<file path="src/rtl/pipeline_controller_if.sv">
// Datapath-facing control bundle of the pipeline controller.
// master: datapath/hazard side (drives InstrD, ALUFlagsE, FlushE); slave: controller.
interface pipeline_controller_if;
   logic [31:12] InstrD;
   logic [3:0]   ALUFlagsE;
   logic         FlushE;
   logic [1:0]   RegSrcD;
   logic [1:0]   ImmSrcD;
   logic         ALUSrcE;
   logic [3:0]   ALUControlE;
   logic         BranchTakenE;
   logic         MemtoRegE;
   logic         MemWriteM;
   logic         RegWriteM;
   logic         RegWriteW;
   logic         MemtoRegW;
   logic         PCSrcW;
   logic         PCWrPendingF;

   modport master (
      output InstrD, ALUFlagsE, FlushE,
      input  RegSrcD, ImmSrcD, ALUSrcE, ALUControlE,
      input  BranchTakenE, MemtoRegE, MemWriteM, RegWriteM,
      input  RegWriteW, MemtoRegW, PCSrcW, PCWrPendingF
   );

   modport slave (
      input  InstrD, ALUFlagsE, FlushE,
      output RegSrcD, ImmSrcD, ALUSrcE, ALUControlE,
      output BranchTakenE, MemtoRegE, MemWriteM, RegWriteM,
      output RegWriteW, MemtoRegW, PCSrcW, PCWrPendingF
   );
endinterface

</file>
<file path="src/rtl/pipeline_controller.sv">
// Control path of the 5-stage pipeline: decode, E/M/W control regs, NZCV flags.
// Ports: clk, reset (async active-low), bus (pipeline_controller_if.slave).
module pipeline_controller (
   input logic                 clk,
   input logic                 reset,
   pipeline_controller_if.slave bus
);

   typedef struct packed {
      logic       regw;
      logic       memw;
      logic       mtr;
      logic       br;
      logic       asrc;
      logic [3:0] alu;
      logic [1:0] flagw;
      logic       pcs;
      logic [3:0] cond;
   } de_t;

   typedef struct packed {
      logic regw;
      logic memw;
      logic mtr;
      logic pcs;
   } em_t;

   typedef struct packed {
      logic regw;
      logic mtr;
      logic pcs;
   } mw_t;

   de_t de_d, de_q;
   em_t em_d, em_q;
   mw_t mw_q;
   logic [3:0] flags_d, flags_q;

   logic [1:0] op;
   logic       imm, sbit;
   logic [3:0] cmd, rd;
   logic [1:0] regsrc, immsrc;
   logic       asrc, mtr, regw, memw, br, aluop;
   logic [3:0] aluctl;
   logic [1:0] flagw;
   logic       is_cmp, arith, known;
   logic       regw_d, pcs_d;
   logic       cond_ok;
   logic       unused_rn;

   assign op   = bus.InstrD[27:26];
   assign imm  = bus.InstrD[25];
   assign cmd  = bus.InstrD[24:21];
   assign sbit = bus.InstrD[20];
   assign rd   = bus.InstrD[15:12];
   assign unused_rn = ^bus.InstrD[19:16];

   always_comb begin
      regsrc = 2'b00;
      immsrc = 2'b00;
      asrc   = 1'b0;
      mtr    = 1'b0;
      regw   = 1'b0;
      memw   = 1'b0;
      br     = 1'b0;
      aluop  = 1'b0;
      unique case (1'b1)
         (op == 2'b00): begin
            asrc  = imm;
            regw  = 1'b1;
            aluop = 1'b1;
         end
         (op == 2'b01 && !sbit): begin
            regsrc = 2'b10;
            immsrc = 2'b01;
            asrc   = 1'b1;
            memw   = 1'b1;
         end
         (op == 2'b01 && sbit): begin
            immsrc = 2'b01;
            asrc   = 1'b1;
            mtr    = 1'b1;
            regw   = 1'b1;
         end
         (op == 2'b10): begin
            regsrc = 2'b01;
            immsrc = 2'b10;
            asrc   = 1'b1;
            br     = 1'b1;
         end
         default: ;
      endcase
   end

   always_comb begin
      aluctl = 4'b0000;
      is_cmp = 1'b0;
      arith  = 1'b0;
      known  = 1'b1;
      case (cmd)
         4'b0100: arith = 1'b1;
         4'b0010: begin aluctl = 4'b0001; arith = 1'b1; end
         4'b0000: aluctl = 4'b0010;
         4'b1100: aluctl = 4'b0011;
         4'b0001: aluctl = 4'b0100;
         4'b1101: aluctl = 4'b0101;
         4'b1010: begin
            aluctl = 4'b0001;
            arith  = 1'b1;
            is_cmp = 1'b1;
         end
         default: known = 1'b0;
      endcase
      if (!aluop) begin
         aluctl = 4'b0000;
         is_cmp = 1'b0;
         arith  = 1'b0;
         known  = 1'b1;
      end
   end

   // CMP and unknown DP commands never write the register file
   assign regw_d   = regw & known & ~is_cmp;
   assign flagw[1] = aluop & (sbit | is_cmp);
   assign flagw[0] = flagw[1] & arith;
   assign pcs_d    = regw_d & (rd == 4'hF);

   always_comb begin
      de_d       = '0;
      de_d.asrc  = asrc;
      de_d.alu   = aluctl;
      de_d.cond  = bus.InstrD[31:28];
      if (!bus.FlushE) begin
         de_d.regw  = regw_d;
         de_d.memw  = memw;
         de_d.mtr   = mtr;
         de_d.br    = br;
         de_d.flagw = flagw;
         de_d.pcs   = pcs_d;
      end
   end

   logic fn, fz, fc, fv;
   assign {fn, fz, fc, fv} = flags_q;

   always_comb begin
      case (de_q.cond)
         4'h0: cond_ok = fz;
         4'h1: cond_ok = ~fz;
         4'h2: cond_ok = fc;
         4'h3: cond_ok = ~fc;
         4'h4: cond_ok = fn;
         4'h5: cond_ok = ~fn;
         4'h6: cond_ok = fv;
         4'h7: cond_ok = ~fv;
         4'h8: cond_ok = fc & ~fz;
         4'h9: cond_ok = ~fc | fz;
         4'hA: cond_ok = (fn == fv);
         4'hB: cond_ok = (fn != fv);
         4'hC: cond_ok = ~fz & (fn == fv);
         4'hD: cond_ok = fz | (fn != fv);
         4'hE: cond_ok = 1'b1;
         default: cond_ok = 1'b0;
      endcase
   end

   always_comb begin
      em_d.regw = de_q.regw & cond_ok;
      em_d.memw = de_q.memw & cond_ok;
      em_d.mtr  = de_q.mtr;
      em_d.pcs  = de_q.pcs & cond_ok;
      flags_d   = flags_q;
      if (de_q.flagw[1] && cond_ok)
         flags_d[3:2] = bus.ALUFlagsE[3:2];
      if (de_q.flagw[0] && cond_ok)
         flags_d[1:0] = bus.ALUFlagsE[1:0];
   end

   always_ff @(posedge clk or negedge reset) begin
      if (!reset) begin
         de_q    <= '0;
         em_q    <= '0;
         mw_q    <= '0;
         flags_q <= '0;
      end else begin
         de_q    <= de_d;
         em_q    <= em_d;
         mw_q    <= '{regw: em_q.regw, mtr: em_q.mtr, pcs: em_q.pcs};
         flags_q <= flags_d;
      end
   end

   assign bus.RegSrcD      = regsrc;
   assign bus.ImmSrcD      = immsrc;
   assign bus.ALUSrcE      = de_q.asrc;
   assign bus.ALUControlE  = de_q.alu;
   assign bus.BranchTakenE = de_q.br & cond_ok;
   assign bus.MemtoRegE    = de_q.mtr;
   assign bus.MemWriteM    = em_q.memw;
   assign bus.RegWriteM    = em_q.regw;
   assign bus.RegWriteW    = mw_q.regw;
   assign bus.MemtoRegW    = mw_q.mtr;
   assign bus.PCSrcW       = mw_q.pcs;
   assign bus.PCWrPendingF = pcs_d | em_d.pcs | em_q.pcs;

endmodule
</file>
<file path="src/flat_wrapper.sv">
// flat-port wrapper written by rule: the top's interface ports become plain ports
module pipeline_controller_flat 
  (clk, reset, bus_InstrD, bus_ALUFlagsE, bus_FlushE, bus_RegSrcD, bus_ImmSrcD, bus_ALUSrcE, bus_ALUControlE, bus_BranchTakenE, bus_MemtoRegE, bus_MemWriteM, bus_RegWriteM, bus_RegWriteW, bus_MemtoRegW, bus_PCSrcW, bus_PCWrPendingF);
  pipeline_controller_if bus_i ();
  input logic clk;
  input logic reset;
  input wire logic [$bits(bus_i.InstrD)-1:0] bus_InstrD;
  input wire logic [$bits(bus_i.ALUFlagsE)-1:0] bus_ALUFlagsE;
  input wire logic [$bits(bus_i.FlushE)-1:0] bus_FlushE;
  output wire logic [$bits(bus_i.RegSrcD)-1:0] bus_RegSrcD;
  output wire logic [$bits(bus_i.ImmSrcD)-1:0] bus_ImmSrcD;
  output wire logic [$bits(bus_i.ALUSrcE)-1:0] bus_ALUSrcE;
  output wire logic [$bits(bus_i.ALUControlE)-1:0] bus_ALUControlE;
  output wire logic [$bits(bus_i.BranchTakenE)-1:0] bus_BranchTakenE;
  output wire logic [$bits(bus_i.MemtoRegE)-1:0] bus_MemtoRegE;
  output wire logic [$bits(bus_i.MemWriteM)-1:0] bus_MemWriteM;
  output wire logic [$bits(bus_i.RegWriteM)-1:0] bus_RegWriteM;
  output wire logic [$bits(bus_i.RegWriteW)-1:0] bus_RegWriteW;
  output wire logic [$bits(bus_i.MemtoRegW)-1:0] bus_MemtoRegW;
  output wire logic [$bits(bus_i.PCSrcW)-1:0] bus_PCSrcW;
  output wire logic [$bits(bus_i.PCWrPendingF)-1:0] bus_PCWrPendingF;
  assign bus_i.InstrD = bus_InstrD;
  assign bus_i.ALUFlagsE = bus_ALUFlagsE;
  assign bus_i.FlushE = bus_FlushE;
  assign bus_RegSrcD = bus_i.RegSrcD;
  assign bus_ImmSrcD = bus_i.ImmSrcD;
  assign bus_ALUSrcE = bus_i.ALUSrcE;
  assign bus_ALUControlE = bus_i.ALUControlE;
  assign bus_BranchTakenE = bus_i.BranchTakenE;
  assign bus_MemtoRegE = bus_i.MemtoRegE;
  assign bus_MemWriteM = bus_i.MemWriteM;
  assign bus_RegWriteM = bus_i.RegWriteM;
  assign bus_RegWriteW = bus_i.RegWriteW;
  assign bus_MemtoRegW = bus_i.MemtoRegW;
  assign bus_PCSrcW = bus_i.PCSrcW;
  assign bus_PCWrPendingF = bus_i.PCWrPendingF;
  pipeline_controller u_core (.clk(clk), .reset(reset), .bus(bus_i));
endmodule
</file>
<file path="config.mk">
export PLATFORM = sky130hd
export DESIGN_NAME = pipeline_controller_flat
export DESIGN_NICKNAME = d
export VERILOG_FILES = /design/src/rtl/pipeline_controller_if.sv /design/src/rtl/pipeline_controller.sv /design/src/flat_wrapper.sv
export SDC_FILE = /design/constraint.sdc
export NUM_CORES = 1
export LEC_CHECK = 0
export BUFFER_PORTS_ARGS = -buffer_cell sky130_fd_sc_hd__buf_2
export CAP_MARGIN = 10
export CORE_ASPECT_RATIO = 0.8
export CORE_MARGIN = 10
export CORE_UTILIZATION = 39
export CTS_BUF_LIST = sky130_fd_sc_hd__clkbuf_4 sky130_fd_sc_hd__clkbuf_8
export DETAILED_ROUTE_END_ITERATION = 6
export PLACE_DENSITY = 0.64
export RECOVER_POWER = 100
export SLEW_MARGIN = 0
export SYNTH_ARGS = -nofsm -noshare
export SYNTH_HDL_FRONTEND = slang
export SYNTH_SLANG_ARGS = --single-unit
</file>
<file path="constraint.sdc">
create_clock -name clk -period 2.1 [get_ports clk]
set_input_delay 0.105 -clock clk [delete_from_list [all_inputs] [get_ports clk]]
set_output_delay 0.105 -clock clk [all_outputs]
set_load 0.1 [all_outputs]
</file>
==> impl_metrics.tcl, run 1 <==
set metrics [dict create \
    cts_root_buf "clkbuf_8" \
    clk_latency_ns 0.26 \
    postPlaceCellArea_um2 1470 \
    fin_crit_ns 2.20 \
    synth_top_flop_cell "dfrtp_1" \
    finalNetCount 181 \
    hold_viol 0 \
    drtIter0Drc 38 \
    track_usage_pct 10.3 \
    multi_input_area_um2 542 \
    die-area_um2 5740 \
    max_freq_mhz 454 \
    syn_to_final_growth_pct 39.1 \
    ys_warn_count 0 \
    crit_buf_inv 2 \
    comb_power_share_pct 26.1 \
    worstPathMaxFanout 8 \
    synthArstFlopShare_pct 100 \
    ys_top_cells_by_area "dfrtp_1, nor2b_1, buf_4" \
    post-route-util_pct 58.9 \
    grt_pass1_wl_mm 4.87 \
    clock_skew_ns 0.00260 \
    cts.clk_slew.worst_paths_ns 0.09 \
    die_y_um 69.8 \
    drv_slew 0 \
    start_kind "register" \
    vias 934 \
    synth_seq_cells 26 \
    grt_setup_unrepaired "yes" \
    p_int_mw 0.924 \
    critical_path_arrival_ns 2.10 \
    final_cells 191 \
    switching_share_pct 30.0 \
    avgSynthCellArea_um2 11.8 \
    final_cell_mix "dfrtp_1, clkbuf_1, buf_2" \
    ant_nets 0 \
    seq_area_frac_synth_pct 53.9 \
    vdd_drop_max_mv 0.341 \
    cts_buffer_depth 2 \
    cp_slowest_cell "or4b_1" \
    violations "negative setup slack" \
    die_x_um 82.2 \
    max_stage_delay_ns 0.53 \
    dp_hpwl_mm 1.98 \
    design_area_um2 1680 \
    layout-drive-gt1-share_pct 33.3 \
    netlist_area_um2 1210 \
    drc_errors 0 \
    dp.cells 174 \
    status "finished, violations left" \
    min_period_over_period_pct 105 \
    portBuffers 38 \
    start_util_pct 42.4 \
    power_density_nw_per_um2 786 \
    yosysTopAreaCell "dfrtp_1" \
    clockPowerShare_pct 30.7 \
    cts_max_level 1 \
    cp-end-kind "primary output" \
    drt_pass1_iterations 4 \
    synth_top_area_share_pct 53.9 \
    cts-buffers-inserted 3 \
    via_per_inst 4.89 \
    cap_violations 0 \
    n_antenna_cell 0 \
    seqPwrFrac_pct 43.2 \
    fin_tns_setup_ns -0.158 \
    finalPower_mw 1.32 \
    setup_viol 2 \
    worstMarginPinSlew_ns 1.33 \
    min_path_type "input pin to register" \
    overflow 0 \
    worst_path_most_repeated_cell "buf_12" \
    crit_chain "or4b_1 -> nand4_1 -> o311a_4 -> nor3_4 -> buf_12 -> nor2b_4 -> buf_12" \
    synth_edf_count 0 \
    power_leakage_nw 0.755 \
    wl_per_cell_um 14.5 \
    fin_ws_ns -0.104 \
    synth_nets 129 \
    fillers 251 \
    core_area_um2 2850 \
    io_pins 44 \
    yosysUniqueCellTypes 40 \
    num_rows 17 \
    cts_tree "built" \
    seqCellArea_um2 653 \
    routabilityCongestion 0.773 \
    relSlewSlack_pct 11.0 \
    antenna_found_initial 0 \
    worstSetupPathType "register to primary output" \
    worstPathRequired_ns 2.00 \
    p_sw_mw 0.396 \
    finalWirelength_mm 2.77 \
    grt_max_degree 27 \
    cts_sinks 26 \
    cpLargestDelayFamily "simple AND/OR/NAND/NOR gates" \
    syn_inst 102 \
    grt_pass1_vias 1066 \
    layout_commonest_cell "dfrtp_1" \
]
[stage by stage]
step,hold WS [ns],setup WS (ns)
after floorplan,-0.191,-0.0794
after global placement,0.119,0.0126
after detailed placement,0.130,-0.0229
after CTS,0.0332,-0.0914
after global routing,0.0440,-0.169
final,0.0475,-0.104
[cell families (layout without fill, tap and decap cells)]
| group | Yosys count | in the layout | share of synthesized area (%) |
|---|---|---|---|
| AOI/OAI and AO/OA | 13 | 13 | 11.2 |
| and+or+nand+nor | 39 | 39 | 20.1 |
| muxes | 7 | 7 | 6.53 |
| other | 1 | 1 | 0.311 |
| xor gates and xnor gates | 2 | 2 | 1.45 |
| DFF | 26 | 26 | 53.9 |
| buffers and inverters | 14 | 65 | 6.53 |
[final timing paths]
check,to,depth (start not counted),slack [ns],from
worst max-delay path,bus_BranchTakenE,7,-0.10,u_core.de_q[2]
worst min-delay path,u_core.bus.ALUControlE[1],2,0.05,bus_InstrD[9]
worst max register to register,u_core.flags_q[1],7,0,u_core.flags_q[0]
worst min register to register,u_core.bus.MemtoRegW,0,0.35,u_core.em_q[1]
max in group asynchronous,u_core.de_q[2],2,0.57,reset
min in group asynchronous,u_core.bus.ALUControlE[0],2,0.66,reset
[area by class of cell]
class                   instances  share of cell area (%)
inverters                       8                    1.79
flip-flops and latches         26                    38.9
clock buffers                   3                    2.46
multi-input cells              62                    32.3
repair buffers                 53                    20.0
clock inverters                 1                    1.79
well taps                      38                    2.83
[power groups by stage]
stage,Sequential (mW),Combinational [mW],Clock (mW)
floorplan,0.600,0.174,0
global placement,0.576,0.267,0
detailed placement,0.577,0.272,0
CTS,0.569,0.347,0.416
global route,0.575,0.369,0.442
finish,0.570,0.345,0.405
[sequential cells by signal, indices dropped and copies added, names as in the netlist]
| name | cells |
|---|---|
| u_core.bus.ALUControlE | 3 |
| u_core.bus.ALUSrcE | 1 |
| u_core.bus.MemWriteM | 1 |
| u_core.bus.MemtoRegE | 1 |
| u_core.bus.MemtoRegW | 1 |
| u_core.bus.PCSrcW | 1 |
| u_core.bus.RegWriteM | 1 |
| u_core.bus.RegWriteW | 1 |
| u_core.de_q | 10 |
| u_core.em_q | 2 |
| u_core.flags_q | 4 |
[Yosys cell counts (2+ instances only)]
library cell / count
a21oi_1: 2
buf_4: 5
dfrtp_1: 26
inv_1: 8
mux2_1: 3
mux2i_1: 3
nand2_1: 2
nand3b_1: 2
nand4_1: 2
nor2_1: 7
nor2b_1: 7
nor3_1: 5
nor3b_1: 2
or2_2: 2
[layer usage]
metal / track usage, % / wire (um) / up-vias
met5: 0 / 0 / -
met4: 2.62 / 23 / 0
met3: 2.71 / 152 / 4
met2: 17.6 / 1420 / 28
met1: 12.2 / 1180 / 445
li1: - / - / 457
[timing repair]
action | CTS | global route
hold buffers | 5 | 0
pin swaps | 6 | 1
endpoints found under the setup margin | 2 | 5
gates resized for setup | 9 | 0
endpoints found under the hold margin | 30 | 0
setup buffers | 8 | 0
[worst reg2reg max path: stages, from the launching register on]
cell and delay (ns):
dfrtp_1 0.38, buf_4 0.14, xor2_2 0.17, nor3_2 0.09, o311a_4 0.38, buf_4 0.16
o31ai_2 0.31, mux2_1 0.36
Power figures use the tool's default switching activity.
==> inputs of run 2 (changes only) <==
CORE_UTILIZATION = 40   (was 39)
PLACE_DENSITY = 0.66   (was 0.64)
==> impl_metrics.tcl, run 2 (synthesis gave the netlist of run 1 again) <==
set metrics [dict create \
    status "finished, violations left" \
    violations "negative setup slack" \
    p_sw_mw 0.412 \
    hold_viol 0 \
    io_pins 44 \
    clock_skew_ns 0.00415 \
    cap_violations 0 \
    min_path_type "input pin to register" \
    layout-drive-gt1-share_pct 36.9 \
    post-route-util_pct 60.6 \
    worstPathMaxFanout 4 \
    die_x_um 81.4 \
    drtIter0Drc 49 \
    clockPowerShare_pct 21.4 \
    p_int_mw 0.828 \
    relSlewSlack_pct 12.1 \
    vias 962 \
    num_rows 17 \
    ant_nets 0 \
    worstSetupPathDepth 8 \
    reg2reg_depth 7 \
    crit_buf_inv 3 \
    clk_latency_ns 0.26 \
    worstMarginPinSlew_ns 1.32 \
    start_util_pct 42.7 \
    routabilityCongestion 0.809 \
    seqPwrFrac_pct 47.0 \
    fin_crit_ns 2.21 \
    drc_errors 0 \
    switching_share_pct 33.2 \
    drv_slew 0 \
    cts_buffer_depth 2 \
    portBuffers 38 \
    power_leakage_nw 0.770 \
    cp_slowest_cell "or4b_1" \
    cts.clk_slew.worst_paths_ns 0.08 \
    startpoint "u_core.flags_q[0]" \
    cts_root_buf "clkbuf_8" \
    overflow 0 \
    via_per_inst 4.93 \
    grt_pass1_wl_mm 4.87 \
    worst_path_most_repeated_cell "buf_6" \
    max_stage_delay_ns 0.46 \
    syn_to_final_growth_pct 42.0 \
    setup_viol 4 \
    cpLargestDelayFamily "simple AND/OR/NAND/NOR gates" \
    final_cells 195 \
    finalWirelength_mm 2.99 \
    cts-buffers-inserted 3 \
    comb_power_share_pct 31.6 \
    finalPower_mw 1.24 \
    layout_commonest_cell "dfrtp_1" \
    die-area_um2 5630 \
    max_freq_mhz 453 \
    largest_register_ffs 10 \
    finalNetCount 186 \
    n_antenna_cell 0 \
    worstSetupPathType "register to primary output" \
    vdd_drop_max_mv 0.482 \
    power_density_nw_per_um2 723 \
    dp_slack_ns -0.0347 \
    grt_setup_unrepaired "yes" \
    min_period_over_period_pct 105 \
    antenna_found_initial 0 \
    reg2reg_to "u_core.flags_q[0]" \
    critical_path_arrival_ns 2.10 \
    hold-worst-slack_ns 0.0501 \
    track_usage_pct 10.6 \
    regMostFlops "u_core.de_q" \
    fin_ws_ns -0.105 \
    worstPathRequired_ns 2.00 \
    cts_sinks 26 \
    die_y_um 69.1 \
    cts_tree "built" \
    core_area_um2 2830 \
    reg2reg_slack_ns -0.03 \
    grt_pass1_vias 1031 \
    cts_max_level 1 \
    final_cell_mix "dfrtp_1, buf_2, clkbuf_1" \
    dp_hpwl_mm 2.03 \
    drt_pass1_iterations 4 \
    grt_max_degree 27 \
    crit_end "bus_BranchTakenE" \
    reg2reg_from "u_core.flags_q[0]" \
    dp.cells 174 \
    cp-end-kind "primary output" \
    crit_chain "buf_6 -> or4b_1 -> nand4_1 -> o311a_4 -> nor3_4 -> buf_6 -> nor2b_4 -> buf_12" \
    wl_per_cell_um 15.4 \
    start_kind "register" \
]
==> run 2: cell types whose count changed in the layout (fill, tap and decap cells not counted), sizes merged <==
cell    before  now
buf         30   35
bufinv       1    0
==> run 2: worst min path at each step <==
stage / end / cells past startpoint / from
floorplan: u_core.bus.ALUControlE[0] / 0 / reset
global placement: u_core.bus.ALUControlE[0] / 1 / reset
detailed placement: u_core.bus.ALUControlE[0] / 1 / reset
CTS: u_core.bus.ALUControlE[1] / 2 / bus_InstrD[9]
global route: u_core.bus.ALUControlE[1] / 2 / bus_InstrD[9]
finish: u_core.de_q[14] / 2 / bus_InstrD[8]
==> run 2: cell type report <==
cell class              instances  area [um2]
fillers                       235        1110
flip-flops and latches         26         654
multi-input cells              62         568
repair buffers                 58         373
well taps                      38        47.5
clock buffers                   3        41.3
inverters                       8        30.0
==> run 2: per-layer routing <==
metal  vias up  global-route usage (%)  part of all wire (%)
met1       460                    12.4                    42
li1        466                       -                     -
met2        32                    18.2                    52
met3         4                    2.71                   4.5
met4         0                    2.86                   1.7
met5         -                       0                     0
==> run 2: timing repair <==
item / 4_1_cts / 5_1_grt
pin swaps: 3 / 4
endpoints found under the hold margin: 30 / 0
hold buffers: 5 / 0
setup buffers: 10 / 3
gates cloned: 0 / 0
resized for setup: 9 / 10
setup endpoints to repair: 2 / 6
==> run 2: power by group through the flow <==
| stage | Combinational (mW) | Clock, mW | Sequential (mW) |
|---|---|---|---|
| after global routing | 0.421 | 0.295 | 0.586 |
| after global placement | 0.269 | 0 | 0.574 |
| after CTS | 0.338 | 0.269 | 0.564 |
| after detailed placement | 0.276 | 0 | 0.575 |
| after floorplan | 0.174 | 0 | 0.600 |
| final | 0.392 | 0.265 | 0.582 |
==> run 2: stage by stage <==
stage / TNS, ns / instance area (um2)
6_report: -0.239 / 1710
5_1_grt: -0.681 / 1710
4_1_cts: -0.226 / 1660
3_5_place_dp: -0.0347 / 1470
3_3_place_gp: 0 / 1470
2_1_floorplan: -0.0794 / 1230
